[config.mk]
export PLATFORM = sky130hd
export DESIGN_NAME = isr_dispatch_flat
export DESIGN_NICKNAME = d
export VERILOG_FILES = /design/src/rtl/isr_pkg.sv /design/src/rtl/isr_dispatch_if.sv /design/src/rtl/isr_fifo.sv /design/src/rtl/isr_dispatch.sv /design/src/flat_wrapper.sv
export SDC_FILE = /design/constraint.sdc
export NUM_CORES = 1
export LEC_CHECK = 0
export ABC_AREA = 1
export CORE_ASPECT_RATIO = 1.5
export CORE_MARGIN = 3
export CORE_UTILIZATION = 45
export DETAILED_ROUTE_END_ITERATION = 12
export GPL_ROUTABILITY_DRIVEN = 0
export HOLD_SLACK_MARGIN = 0.03
export PLACE_DENSITY = 0.76
export SLEW_MARGIN = 10
export SYNTH_ARGS = -nofsm -noshare
export SYNTH_HDL_FRONTEND = slang
export SYNTH_SLANG_ARGS = --single-unit
export TNS_END_PERCENT = 20
[constraint.sdc]
create_clock -name clock -period 11.75 [get_ports clock]
set_input_delay 3.525 -clock clock [delete_from_list [all_inputs] [get_ports clock]]
set_output_delay 3.525 -clock clock [all_outputs]
set_load 0.005 [all_outputs]
[src/rtl/isr_pkg.sv]
// -----------------------------------------------------------------------------
// isr_pkg
// Shared widths and the controller state encoding for the integer square-root
// dispatcher (isr_dispatch), its operand queue (isr_fifo) and its bus interface
// (isr_dispatch_if).
// -----------------------------------------------------------------------------
package isr_pkg;

  localparam int VALUE_W  = 64;  // operand width
  localparam int RESULT_W = 32;  // floor(sqrt(operand)) width
  localparam int COUNT_W  = 16;  // completed-result counter width

  // IDLE  : queue empty, nothing in flight
  // ISSUE : start pulse to the ISR unit
  // GUARD : one cycle in which isr_done is ignored (stale done mask)
  // WAIT  : waiting for isr_done
  // HOLD  : result presented downstream until accepted
  typedef enum logic [2:0] {
    IDLE  = 3'd0,
    ISSUE = 3'd1,
    GUARD = 3'd2,
    WAIT  = 3'd3,
    HOLD  = 3'd4
  } isr_state_t;

endpackage

[src/rtl/isr_dispatch_if.sv]
// -----------------------------------------------------------------------------
// isr_dispatch_if
// Bundles the three handshakes of the dispatcher:
//   in_*   : operand input  (push = in_valid && in_ready at posedge)
//   isr_*  : ISR unit side  (isr_start pulse, isr_done completion flag)
//   out_*  : result output  (pop  = out_valid && out_ready at posedge)
//   done_count : results accepted downstream, modulo 2^16
// Handshake rule for in_* and out_*: a transfer happens at a rising clock edge
// exactly when valid and ready are both high; valid-side data must stay stable
// while valid is high and ready is low.
// Modports: slave = the dispatcher, master = the environment driving it.
// -----------------------------------------------------------------------------
interface isr_dispatch_if;
  import isr_pkg::*;

  logic                in_valid;
  logic [VALUE_W-1:0]  in_value;
  logic                in_ready;

  logic                isr_start;
  logic [VALUE_W-1:0]  isr_value;
  logic [RESULT_W-1:0] isr_result;
  logic                isr_done;

  logic                out_valid;
  logic [VALUE_W-1:0]  out_value;
  logic [RESULT_W-1:0] out_result;
  logic                out_ready;

  logic [COUNT_W-1:0]  done_count;

  modport slave (
    input  in_valid, in_value, isr_result, isr_done, out_ready,
    output in_ready, isr_start, isr_value, out_valid, out_value, out_result,
           done_count
  );

  modport master (
    output in_valid, in_value, isr_result, isr_done, out_ready,
    input  in_ready, isr_start, isr_value, out_valid, out_value, out_result,
           done_count
  );

endinterface

[src/rtl/isr_fifo.sv]
// -----------------------------------------------------------------------------
// isr_fifo
// Operand queue of DEPTH 64-bit entries (DEPTH a power of two, >= 2).
// Ports:
//   clock, reset : clock, asynchronous active-high reset (empties the queue)
//   i_push/i_data: write request and data; ignored while full
//   i_pop        : read request; ignored while empty
//   o_data       : head entry (valid while !o_empty)
//   o_full/o_empty/o_count : occupancy status
// Push and pop in the same cycle both take effect. A push while full is
// dropped even if a pop happens in the same cycle.
// -----------------------------------------------------------------------------
module isr_fifo
  import isr_pkg::*;
#(
  parameter int DEPTH = 4
) (
  input  logic                     clock,
  input  logic                     reset,
  input  logic                     i_push,
  input  logic [VALUE_W-1:0]       i_data,
  input  logic                     i_pop,
  output logic [VALUE_W-1:0]       o_data,
  output logic                     o_full,
  output logic                     o_empty,
  output logic [$clog2(DEPTH):0]   o_count
);

  localparam int AW = $clog2(DEPTH);

  logic [VALUE_W-1:0] r_mem [DEPTH];
  logic [AW-1:0]      r_wr_ptr;
  logic [AW-1:0]      r_rd_ptr;
  logic [AW:0]        r_count;
  logic               w_push;
  logic               w_pop;

  assign o_full  = (r_count == (AW+1)'(DEPTH));
  assign o_empty = (r_count == '0);
  assign o_count = r_count;
  assign o_data  = r_mem[r_rd_ptr];

  assign w_push = i_push && !o_full;
  assign w_pop  = i_pop  && !o_empty;

  // Pointers are exactly AW bits wide, so they wrap modulo DEPTH for free.
  always_ff @(posedge clock or posedge reset) begin
    if (reset) begin
      r_wr_ptr <= '0;
      r_rd_ptr <= '0;
      r_count  <= '0;
    end else begin
      if (w_push) r_wr_ptr <= r_wr_ptr + 1'b1;
      if (w_pop)  r_rd_ptr <= r_rd_ptr + 1'b1;
      r_count <= r_count + {{AW{1'b0}}, w_push} - {{AW{1'b0}}, w_pop};
    end
  end

  // Storage needs no reset: entries are only read after being written.
  always_ff @(posedge clock) begin
    if (w_push) r_mem[r_wr_ptr] <= i_data;
  end

endmodule

[src/rtl/isr_dispatch.sv]
// -----------------------------------------------------------------------------
// isr_dispatch
// Queues 64-bit operands and feeds them one at a time to an external integer
// square-root (ISR) unit, then presents {operand, result} downstream.
// Ports:
//   clock, reset : clock, asynchronous active-high reset
//   bus          : isr_dispatch_if.slave (operand input, ISR unit, result output,
//                  done_count)
//   o_dbg_state  : current controller state
//   o_dbg_count  : current queue occupancy
// Operands are issued strictly in arrival order. isr_done is ignored for one
// cycle after each start so a done flag left high by the previous operation is
// never mistaken for the new completion.
// -----------------------------------------------------------------------------
module isr_dispatch
  import isr_pkg::*;
#(
  parameter int DEPTH = 4
) (
  input  logic                   clock,
  input  logic                   reset,
  isr_dispatch_if.slave          bus,
  output isr_state_t             o_dbg_state,
  output logic [$clog2(DEPTH):0] o_dbg_count
);

  isr_state_t          r_state;
  isr_state_t          w_next;
  logic                w_pop;
  logic                w_latch;
  logic                w_accept;
  logic                w_full;
  logic                w_empty;
  logic [VALUE_W-1:0]  w_head;

  logic [VALUE_W-1:0]  r_isr_value;
  logic [VALUE_W-1:0]  r_out_value;
  logic [RESULT_W-1:0] r_out_result;
  logic [COUNT_W-1:0]  r_done_count;

  isr_fifo #(.DEPTH(DEPTH)) u_fifo (
    .clock   (clock),
    .reset   (reset),
    .i_push  (bus.in_valid),
    .i_data  (bus.in_value),
    .i_pop   (w_pop),
    .o_data  (w_head),
    .o_full  (w_full),
    .o_empty (w_empty),
    .o_count (o_dbg_count)
  );

  // State register
  always_ff @(posedge clock or posedge reset) begin
    if (reset) r_state <= IDLE;
    else       r_state <= w_next;
  end

  // Next-state and control strobes
  always_comb begin
    w_next   = r_state;
    w_pop    = 1'b0;
    w_latch  = 1'b0;
    w_accept = 1'b0;
    case (r_state)
      IDLE: begin
        if (!w_empty) begin
          w_pop  = 1'b1;
          w_next = ISSUE;
        end
      end
      ISSUE: w_next = GUARD;
      GUARD: w_next = WAIT;
      WAIT: begin
        if (bus.isr_done) begin
          w_latch = 1'b1;
          w_next  = HOLD;
        end
      end
      HOLD: begin
        if (bus.out_ready) begin
          w_accept = 1'b1;
          if (!w_empty) begin
            w_pop  = 1'b1;
            w_next = ISSUE;
          end else begin
            w_next = IDLE;
          end
        end
      end
      default: w_next = IDLE;
    endcase
  end

  // Datapath registers: isr_value only changes on a pop, out_* only on a latch.
  always_ff @(posedge clock or posedge reset) begin
    if (reset) begin
      r_isr_value  <= '0;
      r_out_value  <= '0;
      r_out_result <= '0;
      r_done_count <= '0;
    end else begin
      if (w_pop) r_isr_value <= w_head;
      if (w_latch) begin
        r_out_value  <= r_isr_value;
        r_out_result <= bus.isr_result;
      end
      if (w_accept) r_done_count <= r_done_count + 1'b1;
    end
  end

  // The queue's full flag alone gates input; no pass-through on a same-cycle pop.
  assign bus.in_ready   = !w_full;
  assign bus.isr_start  = (r_state == ISSUE);
  assign bus.isr_value  = r_isr_value;
  assign bus.out_valid  = (r_state == HOLD);
  assign bus.out_value  = r_out_value;
  assign bus.out_result = r_out_result;
  assign bus.done_count = r_done_count;

  assign o_dbg_state = r_state;

endmodule

[src/flat_wrapper.sv]
// flat-port wrapper written by rule: the top's interface ports become plain ports
module isr_dispatch_flat import isr_pkg::*;
#(
  parameter int DEPTH = 4
)
  (clock, reset, o_dbg_state, o_dbg_count, bus_in_valid, bus_in_value, bus_isr_result, bus_isr_done, bus_out_ready, bus_in_ready, bus_isr_start, bus_isr_value, bus_out_valid, bus_out_value, bus_out_result, bus_done_count);
  isr_dispatch_if bus_i ();
  input  logic clock;
  input  logic reset;
  output isr_state_t o_dbg_state;
  output logic [$clog2(DEPTH):0] o_dbg_count;
  input wire logic [$bits(bus_i.in_valid)-1:0] bus_in_valid;
  input wire logic [$bits(bus_i.in_value)-1:0] bus_in_value;
  input wire logic [$bits(bus_i.isr_result)-1:0] bus_isr_result;
  input wire logic [$bits(bus_i.isr_done)-1:0] bus_isr_done;
  input wire logic [$bits(bus_i.out_ready)-1:0] bus_out_ready;
  output wire logic [$bits(bus_i.in_ready)-1:0] bus_in_ready;
  output wire logic [$bits(bus_i.isr_start)-1:0] bus_isr_start;
  output wire logic [$bits(bus_i.isr_value)-1:0] bus_isr_value;
  output wire logic [$bits(bus_i.out_valid)-1:0] bus_out_valid;
  output wire logic [$bits(bus_i.out_value)-1:0] bus_out_value;
  output wire logic [$bits(bus_i.out_result)-1:0] bus_out_result;
  output wire logic [$bits(bus_i.done_count)-1:0] bus_done_count;
  assign bus_i.in_valid = bus_in_valid;
  assign bus_i.in_value = bus_in_value;
  assign bus_i.isr_result = bus_isr_result;
  assign bus_i.isr_done = bus_isr_done;
  assign bus_i.out_ready = bus_out_ready;
  assign bus_in_ready = bus_i.in_ready;
  assign bus_isr_start = bus_i.isr_start;
  assign bus_isr_value = bus_i.isr_value;
  assign bus_out_valid = bus_i.out_valid;
  assign bus_out_value = bus_i.out_value;
  assign bus_out_result = bus_i.out_result;
  assign bus_done_count = bus_i.done_count;
  isr_dispatch #(.DEPTH(DEPTH)) u_core (.clock(clock), .reset(reset), .bus(bus_i), .o_dbg_state(o_dbg_state), .o_dbg_count(o_dbg_count));
endmodule
==> run_results.csv <==
group,metric,value,unit
logic_synthesis,async_reset_ff_share,42.1,%
global_route,gr-usage-all-layers,18.7,%
sta,finalSetupViolCount,0,
global_route,grt_antenna_before_repair,5,
pwr,leakagePower,8.21,nW
sta,period_share,47.3,%
sta,slew_headroom,30.5,%
pwr,ir_worst_vdd,0.000178,V
detailed_routing,wl_met3,1980,um
logic_synthesis,synthesis.nets,1512,
global_route,grt_max_degree,162,
sta,worst_pin_slew,1.04,ns
cts,clk_pin_slew_worst_paths,0.06,ns
global_route,grt_pass1_wl,59300,um
detailed_routing,vias,11000,
floorplanning,core,0.0369,mm^2
detailed_routing,drt_pre_antenna_iters,5,
logic_synthesis,synth_area,0.0169,mm^2
setup_path,crit_type,"input pin to register",
setup_path,cp_max_fo,65,
placement,dp_slack,5.62,ns
detailed_routing,drt_iter0_markers,854,
logic_synthesis,yosys_register_bits,442,
sta,hold_viol,0,
setup_path,cp_top_family,"buffers and inverters",
detailed_routing,wl_met2,20000,um
detailed_routing,wirelength,37300,um
setup_path,cpPeakStageDelay,0.60,ns
run,max_cap_violations,0,
placement,portBuffers,285,
cts,hold_buffers,0,
cts,post_cts_resized,0,
sta,setup_ws,6.19,ns
sta,fmax,0.180,GHz
cts,clkLatencyLatePin,0.55,ns
cts,numCtsBuffers,41,
cells_and_area,finalNetCount,1777,
cells_and_area,drive_above_1_share,6.71,%
logic_synthesis,synth_seq_area_share,73.1,%
setup_path,critPathBufInv,4,
setup_path,crit_chain,"clkdlybuf4s50_1 -> nor2_1 -> nor3_4 -> buf_4 -> ha_1 -> inv_1 -> ha_1 -> inv_1 -> fa_1 -> xnor2_1",
status,status,"finished clean",
logic_synthesis,synth_cells,1403,
floorplanning,die_h,243,um
cts,clockBufferDepth,3,
placement,dp_hpwl,22900,um
floorplanning,die_w,164,um
cts,root_buffer,"clkbuf_16",
global_route,grt_pass1_vias,11400,
sta,fin_setup_tns,0,ns
detailed_routing,wl_per_cell,17.1,um
cells_and_area,most-common-layout-cells,"clkdlybuf4s50_1, o21ai_0, edfxtp_1, nor2_1, dfrtp_1",
logic_synthesis,synth_flop_cell,"edfxtp_1",
cells_and_area,area_growth,27.1,%
logic_synthesis,ys_types,27,
detailed_routing,route.antenna.remaining_nets,0,
detailed_routing,drc,0,
pwr,powerDensity,256,mW/mm^2
sta,fin_skew,0.0192,ns
floorplanning,die_area,0.0399,mm^2
setup_path,slowest_stage,"buf_4",
setup_path,cp.arrival,5.99,ns
detailed_routing,met1Wirelength,14300,um
setup_path,start_kind,"input pin",
logic_synthesis,syn-mean-instance-area,12.0,um^2
sta,final_max_slew_viol_count,0,
detailed_routing,via_per_inst,5.05,
detailed_routing,top_layer,"met5",
global_route,grt-ovfl-total,0,
floorplanning,ios,286,
cells_and_area,n_fill_cell,2863,
sta,grt_setup_unrepaired,"no",
cells_and_area,layout_commonest_cell,"clkdlybuf4s50_1",
logic_synthesis,synth_edf_count,256,
cts,cts_sinks,442,
setup_path,cp.required,12.18,ns
sta,min_period,5.56,ns
min_path,hold_path.class,"register to register",
cts,cts_tree,"yes",
floorplanning,start_util,45.8,%
cts,post_cts_buffers,0,
floorplanning,rows,86,
logic_synthesis,yosys_warnings,0,
setup_path,cp-end-kind,"register",
cts,htreeDepth,2,
-- report_power, final --
part	internal [mW]	leakage [nW]	switching, mW
Sequential	2.13	4.64	0.266
Clock	0.755	0.643	0.552
Combinational	0.846	2.93	0.943
Total	3.74	8.21	1.76
-- state kept, by name, summed over array words and instances (netlist names) --
name	count
u_core.bus.isr_value	64
u_core.bus.out_value	64
u_core.bus.out_result	32
u_core.u_fifo.r_rd_ptr	2
u_core.u_fifo.o_count	3
u_core.o_dbg_state	3
u_core.bus.done_count	16
u_core.u_fifo.r_mem	256
u_core.u_fifo.r_wr_ptr	2
-- cell type report --
| class | instances | area [um^2] | share of cell area [%] |
|---|---|---|---|
| clock inverters | 20 | 236 | 1.10 |
| clock buffers | 53 | 1100 | 5.13 |
| well taps | 484 | 606 | 2.82 |
| multi-input cells | 794 | 3870 | 18.0 |
| diodes | 3 | 7.51 | 0.0350 |
| inverters | 94 | 363 | 1.69 |
| repair buffers | 295 | 2930 | 13.6 |
| flip-flops and latches | 442 | 12300 | 57.5 |
-- through the flow --
step	cells	hold WS (ns)	util, %	power (mW)	cell area (um^2)
floorplan	1403	0.476	-	3.32	16900
global placement	2109	0.465	54.5	4.16	20100
detailed placement	2109	0.471	54.5	4.24	20100
CTS	2182	0.488	58.1	5.57	21500
global route	2185	0.504	58.1	5.87	21500
finish	2185	0.482	58.1	5.50	21500
-- cells in the mapped netlist, types with 9 or more instances --
library cell / count / share of area [%]
mux2_2: 32 / 2.1
o21ai_1: 44 / 1.3
clkbuf_1: 35 / 0.78
dfrtp_1: 186 / 28
buf_2: 24 / 0.71
nand2_1: 179 / 4.0
o21ai_0: 277 / 8.2
xnor2_1: 9 / 0.47
edfxtp_1: 256 / 46
nor2_1: 220 / 4.9
inv_1: 92 / 2.0
-- cell families after synthesis --
family | share of synthesized area [%]
flip-flops | 73.1
XOR/XNOR | 0.726
adder cells (fa/ha/maj) | 0.637
multiplexers | 2.13
buffers and inverters | 4.27
AO/OA/AOI/OAI | 9.57
AND/OR/NAND/NOR | 9.59
-- worst reg2reg max path, cell delays in order, from the launching register on --
cell and delay [ns]:
dfrtp_4 0.75, inv_4 0.48, buf_4 0.76, nor2_1 0.09, o21ai_0 0.41, nand2_1 0.10, o21ai_1 0.10
-- metal layers --
metal,vias up,global-route usage [%]
met3,73,3.71
li1,5272,-
met4,4,6.92
met2,275,34.0
met1,5409,21.4
met5,-,0
-- worst paths after layout --
path | endpoint | depth (start not counted) | startpoint | slack (ns)
max | u_core.u_fifo.o_count[2] | 10 | bus_out_ready | 6.19
min | u_core.bus.out_value[59] | 2 | u_core.bus.out_value[59] | 0.48
max reg2reg | u_core.bus.isr_value[58] | 6 | u_core.u_fifo.r_rd_ptr[0] | 8.97
min reg2reg | u_core.bus.out_value[59] | 2 | u_core.bus.out_value[59] | 0.48
max in group asynchronous | u_core.u_fifo.r_rd_ptr[1] | 3 | reset | 6.79
min in group asynchronous | u_core.bus.out_value[45] | 2 | reset | 3.50
(Power assumes the default switching activity.)
